<file path="src/rtl/mem_wb_pkg.sv">
// Shared types for the MEM/WB pipeline stage: WB control bit positions,
// skid-buffer state encoding and the default-width payload layout.
package mem_wb_pkg;

  localparam int DATA_W_DEF     = 32;
  localparam int REG_ADDR_W_DEF = 5;
  localparam int CTRL_W_DEF     = 2;

  localparam int CTRL_REGWRITE_BIT = 0;
  localparam int CTRL_MEMTOREG_BIT = 1;

  typedef enum logic [1:0] {
    EMPTY = 2'd0,
    ONE   = 2'd1,
    TWO   = 2'd2
  } skid_state_e;

  // Field order matches the concatenation used to feed the skid buffer.
  typedef struct packed {
    logic [CTRL_W_DEF-1:0]     ctrl;
    logic [DATA_W_DEF-1:0]     read_data;
    logic [DATA_W_DEF-1:0]     alu_result;
    logic [REG_ADDR_W_DEF-1:0] write_reg;
  } mem_wb_payload_t;

  localparam int PAYLOAD_W_DEF = $bits(mem_wb_payload_t);

endpackage

</file>
<file path="src/rtl/pipe_skid_buf.sv">
// Generic 2-entry valid/ready skid buffer with synchronous flush.
// in_ready_o comes straight from a flop, so no combinational path from out_ready_i.
module pipe_skid_buf
  import mem_wb_pkg::*;
#(
  parameter int WIDTH = 8
) (
  input  logic             clk,
  input  logic             reset,
  input  logic             flush_i,
  input  logic             in_valid_i,
  output logic             in_ready_o,
  input  logic [WIDTH-1:0] in_data_i,
  output logic             out_valid_o,
  input  logic             out_ready_i,
  output logic [WIDTH-1:0] out_data_o,
  output skid_state_e      state_o
);

  // Handshake: a transfer happens on a rising edge where valid & ready are
  // both high; valid never depends on ready, and ready depends on flops only.
  skid_state_e      state_q, state_d;
  logic             in_ready_q;
  logic [WIDTH-1:0] main_q, skid_q;
  logic             accept, pop;

  assign accept = in_valid_i & in_ready_q;
  assign pop    = out_valid_o & out_ready_i;

  always_comb begin
    state_d = state_q;
    unique case (state_q)
      EMPTY:   if (accept) state_d = ONE;
      ONE: begin
        if (accept && !pop)      state_d = TWO;
        else if (!accept && pop) state_d = EMPTY;
      end
      TWO:     if (pop) state_d = ONE;
      default: state_d = EMPTY;
    endcase
    if (flush_i) state_d = EMPTY;
  end

  always_ff @(posedge clk or posedge reset) begin
    if (reset) begin
      state_q    <= EMPTY;
      in_ready_q <= 1'b0;
      main_q     <= '0;
      skid_q     <= '0;
    end else begin
      state_q    <= state_d;
      in_ready_q <= (state_d != TWO);
      unique case (state_q)
        EMPTY: if (accept) main_q <= in_data_i;
        ONE: begin
          if (accept && pop) main_q <= in_data_i;
          else if (accept)   skid_q <= in_data_i;
        end
        TWO:     if (pop) main_q <= skid_q;
        default: ;
      endcase
    end
  end

  assign in_ready_o  = in_ready_q;
  assign out_valid_o = (state_q != EMPTY);
  assign out_data_o  = main_q;
  assign state_o     = state_q;

endmodule

</file>
<file path="src/rtl/mem_wb_pipe_reg.sv">
// MEM/WB stage: skid-buffered payload plus register-file writeback mux/strobe.
// Optional stall counter port enabled by defining MEM_WB_PERF_CNT_EN.
module mem_wb_pipe_reg
  import mem_wb_pkg::*;
#(
  parameter int DATA_W     = 32,
  parameter int REG_ADDR_W = 5,
  parameter int CTRL_W     = 2
) (
  input  logic                  clk,
  input  logic                  reset,
  input  logic                  flush,
  input  logic                  in_valid,
  output logic                  in_ready,
  input  logic [CTRL_W-1:0]     in_ctrl_wb,
  input  logic [DATA_W-1:0]     in_read_data,
  input  logic [DATA_W-1:0]     in_alu_result,
  input  logic [REG_ADDR_W-1:0] in_write_reg,
  output logic                  out_valid,
  input  logic                  out_ready,
  output logic [CTRL_W-1:0]     out_ctrl_wb,
  output logic [DATA_W-1:0]     out_read_data,
  output logic [DATA_W-1:0]     out_alu_result,
  output logic [REG_ADDR_W-1:0] out_write_reg,
  output logic                  wb_we,
  output logic [DATA_W-1:0]     wb_data,
`ifdef MEM_WB_PERF_CNT_EN
  output logic [31:0]           perf_stall_cnt,
`endif
  output skid_state_e           dbg_state
);

  localparam int PW = CTRL_W + 2 * DATA_W + REG_ADDR_W;

  logic [PW-1:0] in_payload, head;

  assign in_payload = {in_ctrl_wb, in_read_data, in_alu_result, in_write_reg};

  pipe_skid_buf #(.WIDTH(PW)) u_skid (
    .clk        (clk),
    .reset      (reset),
    .flush_i    (flush),
    .in_valid_i (in_valid),
    .in_ready_o (in_ready),
    .in_data_i  (in_payload),
    .out_valid_o(out_valid),
    .out_ready_i(out_ready),
    .out_data_o (head),
    .state_o    (dbg_state)
  );

  assign out_ctrl_wb    = head[PW-1 -: CTRL_W];
  assign out_read_data  = head[2*DATA_W+REG_ADDR_W-1 -: DATA_W];
  assign out_alu_result = head[DATA_W+REG_ADDR_W-1 -: DATA_W];
  assign out_write_reg  = head[REG_ADDR_W-1:0];

  // Register 0 is hardwired, so a write to it is never strobed.
  assign wb_we   = out_valid & out_ready & out_ctrl_wb[CTRL_REGWRITE_BIT]
                 & (out_write_reg != '0);
  assign wb_data = out_ctrl_wb[CTRL_MEMTOREG_BIT] ? out_read_data : out_alu_result;

`ifdef MEM_WB_PERF_CNT_EN
  logic [31:0] perf_q;

  always_ff @(posedge clk or posedge reset) begin
    if (reset) begin
      perf_q <= '0;
    end else if (out_valid && !out_ready && (perf_q != 32'hFFFF_FFFF)) begin
      perf_q <= perf_q + 32'd1;
    end
  end

  assign perf_stall_cnt = perf_q;
`endif

endmodule

</file>
<file path="config.mk">
export PLATFORM = sky130hd
export DESIGN_NAME = mem_wb_pipe_reg
export DESIGN_NICKNAME = d
export VERILOG_FILES = /design/src/rtl/mem_wb_pkg.sv /design/src/rtl/pipe_skid_buf.sv /design/src/rtl/mem_wb_pipe_reg.sv
export SDC_FILE = /design/constraint.sdc
export NUM_CORES = 1
export LEC_CHECK = 0
export ABC_AREA = 1
export BUFFER_PORTS_ARGS = -buffer_cell sky130_fd_sc_hd__buf_2
export CELL_PAD_IN_SITES_DETAIL_PLACEMENT = 1
export CELL_PAD_IN_SITES_GLOBAL_PLACEMENT = 2
export CORE_MARGIN = 2
export CORE_UTILIZATION = 30
export DETAILED_ROUTE_END_ITERATION = 8
export PLACE_DENSITY_LB_ADDON = 0.1
export SYNTH_ARGS = -nofsm -noshare
export SYNTH_HDL_FRONTEND = slang
export SYNTH_SLANG_ARGS = --single-unit
</file>
<file path="constraint.sdc">
create_clock -name clk -period 5.3 [get_ports clk]
set_input_delay 0.53 -clock clk [delete_from_list [all_inputs] [get_ports clk]]
set_output_delay 0.53 -clock clk [all_outputs]
set_load 0.05 [all_outputs]
</file>
==> key figures <==
Power and ir drop
  – Power Internal: 2.415 mW
  – Maximum VDD drop: 0.1897 mV
  – Clock network power share: 33.0%
  – Pwr Total: 3.941 mW
  – Sequential power share: 38.1%
  – Power Dens Cells: 446.0 mW/mm²
  – Switch share: 38.71%
  – Pleak: 4.899 nW
  – Sw power: 1.525 mW
  – Comb pwr share: 28.9%

Global route
  – Antenna violations before repair: 1
  – GR Overflow Total: 0
  – First-pass GRT wire length: 39.50 mm
  – Total Routing Usage GR: 20.47%
  – Vias in the first global route: 7,120
  – Largest net degree at the start of global routing: 102

Worst setup path
  – CP Class: reg2out
  – Kind of end point of the critical path: primary output
  – Crit path DAT: 2.09 ns
  – Worst endpoint required time: 4.77 ns
  – Worst-path fanout max: 64
  – CP Launch Type: register

STA
  – Setup TNS Final: 0 ns
  – WHS: 0.3039 ns
  – Final hold viol count: 0
  – Slew margin rel.: 32.35%
  – Tmin final: 2.622 ns
  – Maximum operating frequency: 381.3 MHz
  – RSZ-0062 raised after global routing: false
  – Setup ws final: 2.678 ns
  – Worst Tran Pin Value: 1.015 ns
  – Fin crit share: 49.48%
  – Clock Skews: 0.01174 ns
  – Setup-failing EPs final: 0
  – Max-slew violation count: 0

Clock network
  – Htree depth: 4
  – Clock sinks: 145
  – Clock root cell: clkbuf_16
  – Postcts setup bufs: 0
  – Clk_lat worst skew: 0.42 ns
  – Hold_buf cts: 0
  – Post-CTS resize count: 0
  – CTS tree: yes
  – Total CTS buffers: 17
  – Clk buf depth: 2
  – Clock slew at reported path FFs: 0.06 ns

Finish
  – Fin util: 37.76%
  – Ant diodes: 0
  – Layout cells sized above 1: 24.77%
  – Fin cells: 1,385
  – Design area: 0.008836 mm²
  – Final #Nets: 1,130
  – Syn-to-layout area delta: 23.72%

Flow run
  – Max-cap viol count: 0

Floorplan
  – # IOs: 184
  – Starting density of the core: 30.52%
  – Die height: 158.3 µm
  – Die area: 0.02506 mm²
  – Core box area: 0.02340 mm²
  – Die width: 158.3 µm
  – Cell Rows: 56

Drt
  – Post-route DRC: 0
  – Pre-antenna DRT Iters: 4
  – Initial drt markers: 269
  – Drt wl/cell: 18.03 µm
  – Vias per Instance: 4.902
  – Remaining antenna violation count: 0
  – WL final: 24.97 mm
  – DR vias: 6,789

Place
  – DP Area: 0.008209 mm²
  – IO buf count: 183
  – Pre-CTS setup slack: 2.660 ns
  – Gpl congestion: 0.7052
  – Dpl cells: 1,354
  – DP HPWL: 14.60 mm

Synthesis
  – Syn nets: 990
  – Yosys Warn Count: 0
  – Sequential cell area fraction in the yosys report: 50.81%
  – #FFs+latches synth: 145
  – Mean Syn Cell Area: 7.814 µm²
  – Cells after synthesis: 914
  – Synth unique cells: 19
  – Cell Area, Synth: 0.007142 mm²

Outcome
  – Outcome: complete, no violations

Min path
  – HP Class: in2reg
-- state kept, by name, indices dropped and copies added, names as in the netlist --
name and flops:
u_skid.state_o 2, u_skid.in_ready_o 1, u_skid.out_data_o 71, u_skid.skid_q 71
-- power by group through the flow --
stage                     sequential [mW]  clock (mW)  combinational [mW]
after CTS                            1.50        1.33                1.15
after global placement               1.52           0                1.14
after global routing                 1.53        1.38                1.24
after floorplan                      1.75           0               0.593
after detailed placement             1.52           0                1.15
final                                1.50        1.30                1.14
-- cells in the final DEF (no fill, tap or decap) --
| cell | n |
|---|---|
| a21oi_1 | 2 |
| buf_2 | 183 |
| buf_4 | 7 |
| bufinv_16 | 4 |
| clkbuf_1 | 1 |
| clkbuf_16 | 17 |
| clkbuf_8 | 1 |
| clkinv_2 | 1 |
| clkinv_4 | 2 |
| clkinvlp_4 | 5 |
| dfrtp_1 | 143 |
| dfrtp_2 | 1 |
| dfrtp_4 | 1 |
| inv_1 | 5 |
| inv_2 | 1 |
| inv_6 | 2 |
| mux2_2 | 32 |
| nand2_1 | 429 |
| nand2_4 | 3 |
| nand3_1 | 216 |
| nand3_4 | 1 |
| nor2_1 | 4 |
| nor2_4 | 3 |
| nor3_1 | 1 |
| o21ai_1 | 1 |
-- final timing paths --
check | startpoint | to | slack [ns] | cells past startpoint
setup / recovery | u_skid.state_o[1] | dbg_state[1] | 2.68 | 2
hold / removal | flush | u_skid.state_o[0] | 0.30 | 2
setup reg to reg | u_skid.state_o[1] | u_skid.out_data_o[9] | 2.68 | 5
hold reg to reg | u_skid.skid_q[13] | u_skid.skid_q[13] | 0.47 | 2
max in group asynchronous | reset | u_skid.out_data_o[16] | 3.72 | 3
min in group asynchronous | reset | u_skid.out_data_o[67] | 0.33 | 2
-- layer usage --
metal  global-route usage [%]  routed length [µm]  up-vias
met5                        0                  13        -
met4                    3.604                 243        2
met3                    3.865                 960       19
met2                    35.59               12090      138
met1                    26.88               11660     3397
li1                         -                   -     3233
-- logic make-up (layout without fill, tap and decap cells) --
kind of cell,Yosys count,in the layout,share of synthesized area [%]
AOI/OAI and AO/OA,3,3,0.2102
muxes,32,32,5.046
buffers and inverters,77,229,5.133
and+or+nand+nor,657,657,38.81
DFF,145,145,50.81
-- synthesized netlist by cell type --
| cell type | count | area [µm²] |
|---|---|---|
| nand2_1 | 430 | 1614 |
| nand3_1 | 216 | 1081 |
| dfrtp_1 | 145 | 3628 |
| buf_2 | 38 | 190.2 |
| mux2_2 | 32 | 360.4 |
| clkbuf_1 | 17 | 63.81 |
| buf_4 | 8 | 60.06 |
| buf_1 | 6 | 22.52 |
| inv_1 | 6 | 22.52 |
| nor2_1 | 4 | 15.01 |
| a21oi_1 | 2 | 10.01 |
| inv_2 | 2 | 7.510 |
| nor2_4 | 2 | 22.52 |
| nand2_2 | 1 | 6.260 |
| nand2_4 | 1 | 11.26 |
| nand3_2 | 1 | 10.01 |
| nor2_2 | 1 | 6.260 |
| nor3_1 | 1 | 5.000 |
| o21ai_1 | 1 | 5.000 |
-- layout make-up --
class	count	area [µm²]
multi-input combinational	692	3172
fill	2933	14570
clock inverter	12	183.9
timing repair buffer	190	968.4
clock buffer	19	442.9
tap	319	399.1
inverter	8	36.28
sequential	145	3633
-- critical path, stage by stage, from the launching register on --
cell,delay [ns]
dfrtp_4,0.54
buf_4,0.71
buf_2,0.40
No activity file was read; power rests on OpenSTA's default activity.
